### config.mk
export PLATFORM = sky130hd
export DESIGN_NAME = uart_rx_param
export DESIGN_NICKNAME = d
export VERILOG_FILES = /design/src/rtl/uart_pkg.sv /design/src/rtl/uart_rx_sampler.sv /design/src/rtl/uart_rx_param.sv
export SDC_FILE = /design/constraint.sdc
export NUM_CORES = 1
export LEC_CHECK = 0
export CAP_MARGIN = 20
export CORE_MARGIN = 2
export CORE_UTILIZATION = 30
export CTS_BUF_LIST = sky130_fd_sc_hd__clkbuf_16
export CTS_CLUSTER_SIZE = 10
export DETAILED_ROUTE_END_ITERATION = 10
export REMOVE_ABC_BUFFERS = 1
export SYNTH_ARGS = -nofsm -noshare
export SYNTH_HDL_FRONTEND = slang
export SYNTH_SLANG_ARGS = --single-unit
### constraint.sdc
create_clock -name s_tick -period 1.65 [get_ports s_tick]
set_input_delay 0.4125 -clock s_tick [delete_from_list [all_inputs] [get_ports s_tick]]
set_output_delay 0.4125 -clock s_tick [all_outputs]
set_load 0.01 [all_outputs]
### src/rtl/uart_pkg.sv
// Shared types and helpers for the parametrised UART receiver.
package uart_pkg;

    // Receiver frame sequencing states.
    typedef enum logic [2:0] {
        IDLE,
        START,
        DATA,
        PARITY,
        STOP
    } state_t;

    localparam int PARITY_NONE   = 0;
    localparam int PARITY_EVEN   = 1;
    localparam int PARITY_ODD    = 2;

    // Widest legal data word; narrower words are zero-extended before use.
    localparam int MAX_DATA_BITS = 9;

    // Expected parity bit for a data word: XOR of the bits, inverted for odd.
    function automatic logic parity_calc(input logic [MAX_DATA_BITS-1:0] data,
                                         input int                       mode);
        return (^data) ^ (mode == PARITY_ODD);
    endfunction

endpackage

### src/rtl/uart_rx_sampler.sv
// Input conditioning for the UART receiver: a 2-flop synchroniser on the
// asynchronous rx line and a 3-sample majority vote around mid-bit.
module uart_rx_sampler #(
    parameter int OVERSAMPLE = 16,
    parameter int CNT_W      = $clog2(OVERSAMPLE)
) (
    input  logic             s_tick,
    input  logic             reset,
    input  logic             rx,
    input  logic [CNT_W-1:0] cnt,
    output logic             rx_s,
    output logic             vote
);
    localparam int M = OVERSAMPLE / 2;
    localparam logic [CNT_W-1:0] CNT_V0 = CNT_W'(M - 1);
    localparam logic [CNT_W-1:0] CNT_V1 = CNT_W'(M);
    localparam logic [CNT_W-1:0] CNT_V2 = CNT_W'(M + 1);

    logic rx_meta;
    logic s0, s1, s2;
    logic s2_live;

    // Two-stage synchroniser; presets to the idle-high line level.
    always_ff @(posedge s_tick) begin
        // NOTE: sequential state uses non-blocking assignments so every flop samples pre-edge values.
        if (!reset) begin
            rx_meta <= 1'b1;
            rx_s    <= 1'b1;
        end else begin
            rx_meta <= rx;
            rx_s    <= rx_meta;
        end
    end

    // Capture the three vote samples at M-1, M and M+1 of each bit.
    always_ff @(posedge s_tick) begin
        if (!reset) begin
            s0 <= 1'b1;
            s1 <= 1'b1;
            s2 <= 1'b1;
        end else begin
            if (cnt == CNT_V0) s0 <= rx_s;
            if (cnt == CNT_V1) s1 <= rx_s;
            if (cnt == CNT_V2) s2 <= rx_s;
        end
    end

    // Majority of the three samples; at M+1 the third sample is taken live
    // so the decision is usable in the same tick.
    always_comb begin
        s2_live = (cnt == CNT_V2) ? rx_s : s2;
        vote    = (s0 & s1) | (s0 & s2_live) | (s1 & s2_live);
    end

endmodule

### src/rtl/uart_rx_param.sv
// Parametrised UART receiver with majority voting, false-start rejection,
// parity/frame/overrun reporting and a one-entry valid/ready output buffer.
// Optional break detection is enabled by defining UART_RX_BREAK_DET_EN.
module uart_rx_param
    import uart_pkg::*;
#(
    parameter int DATA_BITS   = 8,
    parameter int OVERSAMPLE  = 16,
    parameter int PARITY_MODE = 0,
    parameter int STOP_BITS   = 1
) (
    input  logic                 s_tick,
    input  logic                 reset,
    input  logic                 rx,
    output logic [DATA_BITS-1:0] dout,
    output logic                 dout_valid,
    input  logic                 dout_ready,
    output logic                 parity_err,
    output logic                 frame_err,
    output logic                 overrun_err
`ifdef UART_RX_BREAK_DET_EN
    ,
    output logic                 break_det
`endif
);
    localparam int CNT_W = $clog2(OVERSAMPLE);
    localparam int IDX_W = $clog2(DATA_BITS);
    localparam int M     = OVERSAMPLE / 2;
    localparam logic [CNT_W-1:0] CNT_LAST   = CNT_W'(OVERSAMPLE - 1);
    localparam logic [CNT_W-1:0] CNT_DECIDE = CNT_W'(M + 1);
    localparam logic [IDX_W-1:0] IDX_LAST   = IDX_W'(DATA_BITS - 1);

    state_t               state, state_next;
    logic [CNT_W-1:0]     cnt;
    logic [IDX_W-1:0]     idx;
    logic [DATA_BITS-1:0] shift;
    logic                 stop_idx;
    logic                 perr_q, ferr_q;
    logic                 done_q;
    logic                 rx_s, vote;
    logic                 bit_end, decide, last_stop, frame_end;
    logic                 brk_q, hold;

    uart_rx_sampler #(
        .OVERSAMPLE(OVERSAMPLE),
        .CNT_W     (CNT_W)
    ) u_sampler (
        .s_tick(s_tick),
        .reset (reset),
        .rx    (rx),
        .cnt   (cnt),
        .rx_s  (rx_s),
        .vote  (vote)
    );

    assign bit_end   = (cnt == CNT_LAST);
    assign decide    = (cnt == CNT_DECIDE);
    assign last_stop = (stop_idx == 1'(STOP_BITS - 1));
    // The final stop bit completes at its mid-bit vote to allow resync.
    assign frame_end = (state == STOP) && decide && last_stop;

    // State register.
    always_ff @(posedge s_tick) begin
        if (!reset) state <= IDLE;
        else        state <= state_next;
    end

    // Next-state logic for the frame sequencer.
    always_comb begin
        // NOTE: default assigned first so no path leaves state_next unassigned (no latch).
        state_next = state;
        case (state)
            IDLE:    if (!hold && !rx_s) state_next = START;
            START:   if (decide && vote) state_next = IDLE;
                     else if (bit_end)   state_next = DATA;
            DATA:    if (bit_end && idx == IDX_LAST) begin
                         if (PARITY_MODE != PARITY_NONE) state_next = PARITY;
                         else                            state_next = STOP;
                     end
            PARITY:  if (bit_end)   state_next = STOP;
            STOP:    if (frame_end) state_next = IDLE;
            default: state_next = IDLE;
        endcase
    end

    // Bit timing, data shift-in and per-frame error accumulation.
    always_ff @(posedge s_tick) begin
        // NOTE: the data shift register is reset too, so a reset mid-frame leaves no stale bits.
        if (!reset) begin
            cnt      <= '0;
            idx      <= '0;
            shift    <= '0;
            stop_idx <= 1'b0;
            perr_q   <= 1'b0;
            ferr_q   <= 1'b0;
            done_q   <= 1'b0;
        end else begin
            done_q <= frame_end;

            if (state_next != state) begin
                cnt <= '0;
            end else if (state == IDLE) begin
                // While holding off after a break, count consecutive idle-high ticks.
                if (hold && rx_s && cnt != CNT_LAST) cnt <= cnt + CNT_W'(1);
                else                                 cnt <= '0;
            end else begin
                cnt <= bit_end ? '0 : cnt + CNT_W'(1);
            end

            case (state)
                IDLE: if (state_next == START) begin
                    perr_q   <= 1'b0;
                    ferr_q   <= 1'b0;
                    stop_idx <= 1'b0;
                end
                START: if (state_next == DATA) idx <= '0;
                DATA: if (bit_end) begin
                    shift[idx] <= vote;
                    idx        <= idx + IDX_W'(1);
                end
                PARITY: if (bit_end) begin
                    perr_q <= vote ^ parity_calc(MAX_DATA_BITS'(shift), PARITY_MODE);
                end
                STOP: if (frame_end) begin
                    ferr_q <= ferr_q | ~vote;
                end else if (bit_end) begin
                    ferr_q   <= ferr_q | ~vote;
                    stop_idx <= 1'b1;
                end
                default: ;
            endcase
        end
    end

    // One-entry output buffer: load on completion if free or being drained,
    // otherwise drop the frame and flag an overrun.
    always_ff @(posedge s_tick) begin
        if (!reset) begin
            dout        <= '0;
            dout_valid  <= 1'b0;
            parity_err  <= 1'b0;
            frame_err   <= 1'b0;
            overrun_err <= 1'b0;
        end else begin
            overrun_err <= 1'b0;
            if (done_q && !brk_q) begin
                if (!dout_valid || dout_ready) begin
                    dout       <= shift;
                    parity_err <= perr_q;
                    frame_err  <= ferr_q;
                    dout_valid <= 1'b1;
                end else begin
                    overrun_err <= 1'b1;
                end
            end else if (dout_valid && dout_ready) begin
                dout_valid <= 1'b0;
            end
        end
    end

`ifdef UART_RX_BREAK_DET_EN
    logic par_bit;
    logic is_break;

    assign is_break = frame_end && (shift == '0) && !par_bit && !vote;

    // Remember the received parity bit; a break needs it to be 0 as well.
    always_ff @(posedge s_tick) begin
        if (!reset) begin
            par_bit <= 1'b0;
        end else if (state == IDLE && state_next == START) begin
            par_bit <= 1'b0;
        end else if (state == PARITY && bit_end) begin
            par_bit <= vote;
        end
    end

    // Flag break frames and hold off start detection until the line idles high.
    always_ff @(posedge s_tick) begin
        if (!reset) begin
            brk_q     <= 1'b0;
            hold      <= 1'b0;
            break_det <= 1'b0;
        end else begin
            brk_q     <= is_break;
            break_det <= done_q && brk_q;
            if (is_break)                                    hold <= 1'b1;
            else if (state == IDLE && rx_s && cnt == CNT_LAST) hold <= 1'b0;
        end
    end
`else
    assign brk_q = 1'b0;
    assign hold  = 1'b0;
`endif

endmodule

; ---- After elaboration in Yosys (flattened, before gate mapping)
; Cells that the tools add are included.
[word_totals]
register_bits = 39
out_inout_bits = 12
wordCells = 102
[classes]
n_addsub = 2
magnitude_cmp = 2
n_eq_ne = 20
muxes = 27
bitwise_logic = 10
reduce_logical = 23
[op_table]
columns = cell, n
row1 = 3-bit two-way mux, 8
row2 = 3-bit one-hot mux with 5 select lines, 1
row3 = 4-bit == test (second input constant), 3
row4 = 1-bit two-way mux, 12
row5 = 2-bit != test (second input constant), 5
row6 = 3-bit by 2-bit == test with 1-bit output (second input constant), 3
row7 = 3-bit AND reduction, 3
row8 = 9-bit XOR reduction, 1
row9 = 8-bit bitwise mux, 1
row10 = 2-bit AND reduction, 4
row11 = 2-bit nonzero test, 4
row12 = 3-bit by 1-bit == test with 1-bit output (second input constant), 2
row13 = 3-bit == test (second input constant), 2
row14 = 1-bit logical AND, 6
row15 = 1-bit one-hot mux with 2 select lines, 3
row16 = 3-bit one-hot mux with 2 select lines, 1
row17 = 4-bit by 1-bit adder with 4-bit output (second input constant), 1
row18 = 4-bit by 3-bit == test with 1-bit output (second input constant), 1
row19 = 3-bit by 4-bit less-than comparator with 1-bit output (second input constant), 1
row20 = 2-bit by 1-bit != test with 1-bit output (second input constant), 2
row21 = 4-bit AND reduction, 1
row22 = 4-bit OR reduction, 1
row23 = 3-bit by 1-bit adder with 3-bit output (second input constant), 1
row24 = 1-bit AND, 3
row25 = 10 further kinds, 14

; ---- Longest topological paths before layout
[logic_depth]
word_depth = 11
ltp_mapped = 7
ltp_nobuf = 7

; ---- Modules after synthesis
; Synthesis repeated with hierarchy kept, for this count alone.
[unflattened]
cells_unflattened = 184
area_unflattened_um2 = 1785.5
[modules_own_cells]
columns = mod, instances, cells_each, area_each_um2
row1 = uart_rx_param, 1, 166, 1585.3
row2 = uart_rx_sampler, 1, 18, 200.2

; ---- Worst setup path before layout
; OpenSTA, ideal clock, no wires.
[synth_timing]
path_type = flip-flop to flip-flop
from = register cnt[0]
to = register shift[1]
setup_time_ns = 0.116
arrival_ns = 1.651
path_slack_ns = -0.117
stages_incl_launch_ff = 8
path_cell_list = dfxtp_1 > ha_1 > nand3_1 > or4b_1 > buf_2 > nor3_4 > mux2i_1 > nor2b_1
[synth_via]
elab_chain_cells = 6
word_cells_on_any_way = 9
cone_classes = eq/ne (2) / mux (2) / bitwise (4) / reduce/logical (1)
[synth_rtl]
columns = item, line_no
row1 = "start, declared", uart_rx_param.sv:34  ; logic [CNT_W-1:0] cnt;
row2 = "start signal, assigned", uart_rx_param.sv:104  ; if (hold && rx_s && cnt != CNT_LAST) cnt <= cnt + CNT_W'(1);
row3 = "start signal, assigned", uart_rx_param.sv:107  ; cnt <= bit_end ? '0 : cnt + CNT_W'(1);
row4 = 4-bit == test, uart_rx_sampler.sv:51  ; s2_live = (cnt == CNT_V2) ? rx_s : s2;
row5 = 1-bit two-way mux, uart_rx_sampler.sv:51
row6 = 1-bit AND, uart_rx_sampler.sv:52  ; vote = (s0 & s1) | (s0 & s2_live) | (s1 & s2_live);
row7 = 1-bit OR (2 in series), uart_rx_sampler.sv:52
row8 = 8-bit bitwise mux, uart_rx_param.sv:118  ; shift[idx] <= vote;
row9 = "end signal, assigned by index", uart_rx_param.sv:118
row10 = "end, declared", uart_rx_param.sv:36  ; logic [DATA_BITS-1:0] shift;
; Parallel ways exist; a longest one is shown, timed or not.
; A chain may end at the register's enable or synchronous reset.

; ---- Worst setup path in the final report
[layout_timing]
from = register cnt[1]
to = register shift[0]
; The elaborated chain is that of the path after synthesis.

==> results.yml <==
sta:
  period_share: 1.03
  setup_ws_final_ns: -0.0536
  clock_skew_ns: 0.00286
  setup_violations: 12
  grt_setup_unrepaired: "true"
  fmax_mhz: 587
  timing.max_slew.rel_slack: 0.683
  worst_slew_pin_slew_ns: 0.474
  slew_violations: 0
  final_period_minus_worst_setup_slack_ns: 1.70
  hold_viol_final: 0
power:
  peak_ir_drop_on_the_vdd_network_v: 0.000425
  power.leakage_nw: 0.962
  cellPowerDensity_nw_per_um2: 765
cts:
  cts-root-to-sink-buffers: 2
  clk_latency_ns: 0.28
  clk_pin_slew_worst_paths_ns: 0.05
  cts_num_sinks: 39
  clockRootBuffer: "sky130_fd_sc_hd__clkbuf_16"
  h-tree-depth: 2
  cts-buffers-inserted: 5
  tritoncts: "done"
route:
  dr.first_iter.drc_count: 102
  avgRoutedWirePerCell_um: 12.2
  ant_nets: 0
  vias_per_cell: 4.66
  postRouteWirelength_mm: 3.71
  detail_route.first_pass.iterations: 4
  drt_drc_violations_left: 0
  route.vias.total: 1418
critical_path:
  worst_path_arrival_time_ns: 1.90
  slowest_stage: "sky130_fd_sc_hd__dfxtp_2"
  critical_path.max_fanout: 5
  timing.setup.critical_path_class: "reg -> reg"
  critical_path.startpoint: "cnt[1]"
  startpoint_type: "flop"
  timing.critical_path.cells: "buf_6, inv_4, ha_4, nand3b_1, mux2i_4, buf_6, a21oi_4, nor2_1, nor3b_1"
  timing.reg2reg.setup_slack_ns: -0.05
  rr_endpoint: "shift[0]"
  crit_path_frequent_cell: "sky130_fd_sc_hd__buf_6"
  worst-r2r-cell-count: 9
  timing.critical_path.required_ns: 1.85
  cp-end-kind: "flop"
  cp_slowest_stage_delay_ns: 0.32
  reg2reg_from: "cnt[1]"
finish:
  design.final.nets: 239
  non_filler_instance_count_after_layout: 304
  insertedDiodeCount: 0
  layout-drive-gt1-share: 0.214
  final.fill_count: 587
  synthesis_to_layout_area_growth_pct: 35.6
  multi_input_area_um2: 1070
  footprint_of_the_flip_flops_and_latches_um2: 783
floorplanning:
  dieWidth_um: 81.9
  rows: 28
  floorplan.die_area_um2: 6710
  die_h_um: 81.9
  placeableCoreArea_um2: 5890
  start_util: 0.310
  num_io_pins: 16
grt:
  first_global_vias: 1251
  antenna_found_initial: 0
  grt.total_usage: 0.119
  grt_overflow_total: 0
  grt_first_pass_wirelength_mm: 5.98
  grt_start_max_net_pins: 16
synth:
  synth_top_area_frac: 0.429
  library_cell_with_the_largest_summed_area_after_synthesis: "sky130_fd_sc_hd__dfxtp_1"
  synthesis.area_um2: 1820
  post_synth_num_cell_types: 42
  ys_ff_latch: 39
  ys_seq_area_frac: 0.429
  yosysWarnings: 0
  postSynthCellCount: 192
  synthTopCellsByArea: "sky130_fd_sc_hd__dfxtp_1 (43%), sky130_fd_sc_hd__mux2i_1 (8.8%), sky130_fd_sc_hd__nor2b_1 (5.2%)"
  synth_area_per_cell_um2: 9.49
placed_design:
  dpl.cell_count: 293
  finalWeightedCongestion: 0.758
  post-dp-hpwl_mm: 2.47
  port-buffer-count: 15
  dp_slack_ns: -0.180
min_path:
  holdCritPathClass: "reg -> reg"
  holdPathEnd: "u_sampler.rx_s"
  min-delay-start: "u_sampler.rx_meta"
  hold_path_depth: 1
status:
  violations: "negative setup slack"
  run_status: "finished with violations"
flow_run:
  cap_viol_max_count: 0
## metrics by stage
stage,TNS (ns),utilization,hold WS [ns],power (mW),cell area [µm²]
global route,-1.62,0.420,0.436,1.98,2470
global placement,-0.600,0.372,0.390,1.03,2190
detailed placement,-1.47,0.372,0.396,1.03,2190
CTS,-0.0782,0.413,0.409,1.92,2430
finish,-0.330,0.420,0.407,1.89,2470
floorplan,-1.30,-,0.386,0.996,1770
## area by class of cell
cell class | instances | area share
multi-input combinational | 139 | 0.433
sequential | 39 | 0.317
timing repair buffer | 41 | 0.152
clock buffer | 5 | 0.0506
tap | 75 | 0.0380
inverter | 4 | 0.00709
clock inverter | 1 | 0.00152
## cell usage in the layout (no fill, tap or decap), types with 7 or more instances in the layout
cell type | synthesis | layout
sky130_fd_sc_hd__buf_4 | 0 | 20
sky130_fd_sc_hd__clkdlybuf4s50_1 | 0 | 15
sky130_fd_sc_hd__dfxtp_1 | 39 | 37
sky130_fd_sc_hd__mux2i_1 | 16 | 15
sky130_fd_sc_hd__nand2_1 | 14 | 14
sky130_fd_sc_hd__nand2b_1 | 8 | 8
sky130_fd_sc_hd__nor2_1 | 8 | 7
sky130_fd_sc_hd__nor2b_1 | 15 | 15
sky130_fd_sc_hd__o21ai_0 | 8 | 7
sky130_fd_sc_hd__xnor2_1 | 8 | 8
## where the power goes
group          total (mW)  switching (mW)  internal, mW
clock               0.875           0.339         0.536
sequential          0.950         0.00288         0.947
combinational      0.0666          0.0349        0.0318
total                1.89           0.376          1.52
## worst max-delay path: cells and delay by family, from the launching register on
kind	cells	cell delay, ns
buffers and inverters	3	0.31
AND/OR/NAND/NOR	3	0.42
adder cells (fa/ha/maj)	1	0.11
multiplexers	1	0.27
AO/OA/AOI/OAI	1	0.20
flip-flops	1	0.32
## repair_timing
| action | 4_1_cts | 5_1_grt |
|---|---|---|
| hold buffers | 0 | 0 |
| buffers inserted | 4 | 0 |
| setup endpoints to repair | 14 | 20 |
| cloned | 1 | 0 |
| pin swaps | 11 | 6 |
| resized for setup | 16 | 10 |
## metal layers
| layer | vias to the layer above | part of all wire | routed length (µm) | track usage |
|---|---|---|---|---|
| met1 | 648 | 0.48 | 1780 | 0.146 |
| li1 | 743 | - | - | - |
| met5 | - | 0 | 0 | 0 |
| met4 | 0 | 0.021 | 77 | 0.0617 |
| met3 | 7 | 0.027 | 100 | 0.0341 |
| met2 | 20 | 0.47 | 1740 | 0.189 |
## worst max-delay path by stage
stage / endpoint / slack, ns / cells past startpoint
after floorplan: shift[1] / -0.35 / 6
after global placement: shift[1] / -0.14 / 6
after detailed placement: perr_q / -0.18 / 8
after CTS: shift[0] / -0.04 / 9
after global routing: shift[0] / -0.15 / 9
final: shift[0] / -0.05 / 9
## flip-flops by register name (all words and copies together) (netlist names)
register           cells
idx                    3
done_q                 1
state                  3
dout                   8
stop_idx               1
shift                  8
dout_valid             1
u_sampler.s2           1
u_sampler.rx_s         1
perr_q                 1
overrun_err            1
u_sampler.s1           1
cnt                    4
frame_err              1
parity_err             1
u_sampler.rx_meta      1
u_sampler.s0           1
ferr_q                 1
## cells by family after synthesis
family                   Yosys count  share of synthesized area
AO/OA/AOI/OAI                     34                      0.128
XOR/XNOR                          10                     0.0481
adder cells (fa/ha/maj)            5                     0.0343
buffers and inverters             15                     0.0364
flip-flops                        39                      0.429
multiplexers                      16                     0.0879
AND/OR/NAND/NOR                   73                      0.237
## Yosys cell counts
library cell,number
sky130_fd_sc_hd__nor4_2,1
sky130_fd_sc_hd__ha_1,5
sky130_fd_sc_hd__a31oi_1,1
sky130_fd_sc_hd__mux2i_1,16
sky130_fd_sc_hd__nand3b_1,4
sky130_fd_sc_hd__buf_6,1
sky130_fd_sc_hd__a21oi_1,4
sky130_fd_sc_hd__buf_1,2
sky130_fd_sc_hd__nand4b_1,2
sky130_fd_sc_hd__nand2b_4,1
sky130_fd_sc_hd__clkbuf_1,6
sky130_fd_sc_hd__nor3_4,1
sky130_fd_sc_hd__nor2b_1,15
sky130_fd_sc_hd__nand4_1,1
sky130_fd_sc_hd__inv_1,4
sky130_fd_sc_hd__a21boi_0,1
sky130_fd_sc_hd__a21oi_2,1
sky130_fd_sc_hd__buf_2,2
sky130_fd_sc_hd__xor2_1,2
sky130_fd_sc_hd__o21a_1,2
sky130_fd_sc_hd__o21ai_1,1
sky130_fd_sc_hd__o31ai_1,1
sky130_fd_sc_hd__a21o_1,1
sky130_fd_sc_hd__o311ai_0,1
sky130_fd_sc_hd__nand2_1,14
sky130_fd_sc_hd__a211o_1,1
sky130_fd_sc_hd__nand2b_1,8
sky130_fd_sc_hd__xnor2_1,8
sky130_fd_sc_hd__and3_1,1
sky130_fd_sc_hd__o21ai_0,8
sky130_fd_sc_hd__or4b_1,1
sky130_fd_sc_hd__dfxtp_1,39
sky130_fd_sc_hd__nor2_1,8
sky130_fd_sc_hd__nand3_1,6
sky130_fd_sc_hd__a22oi_1,2
sky130_fd_sc_hd__o311a_1,3
sky130_fd_sc_hd__nor3_1,3
sky130_fd_sc_hd__o21bai_1,3
sky130_fd_sc_hd__nor3b_1,2
sky130_fd_sc_hd__and2b_1,1
sky130_fd_sc_hd__o211ai_1,4
sky130_fd_sc_hd__and2_1,4
No activity file was read; power rests on OpenSTA's default activity.
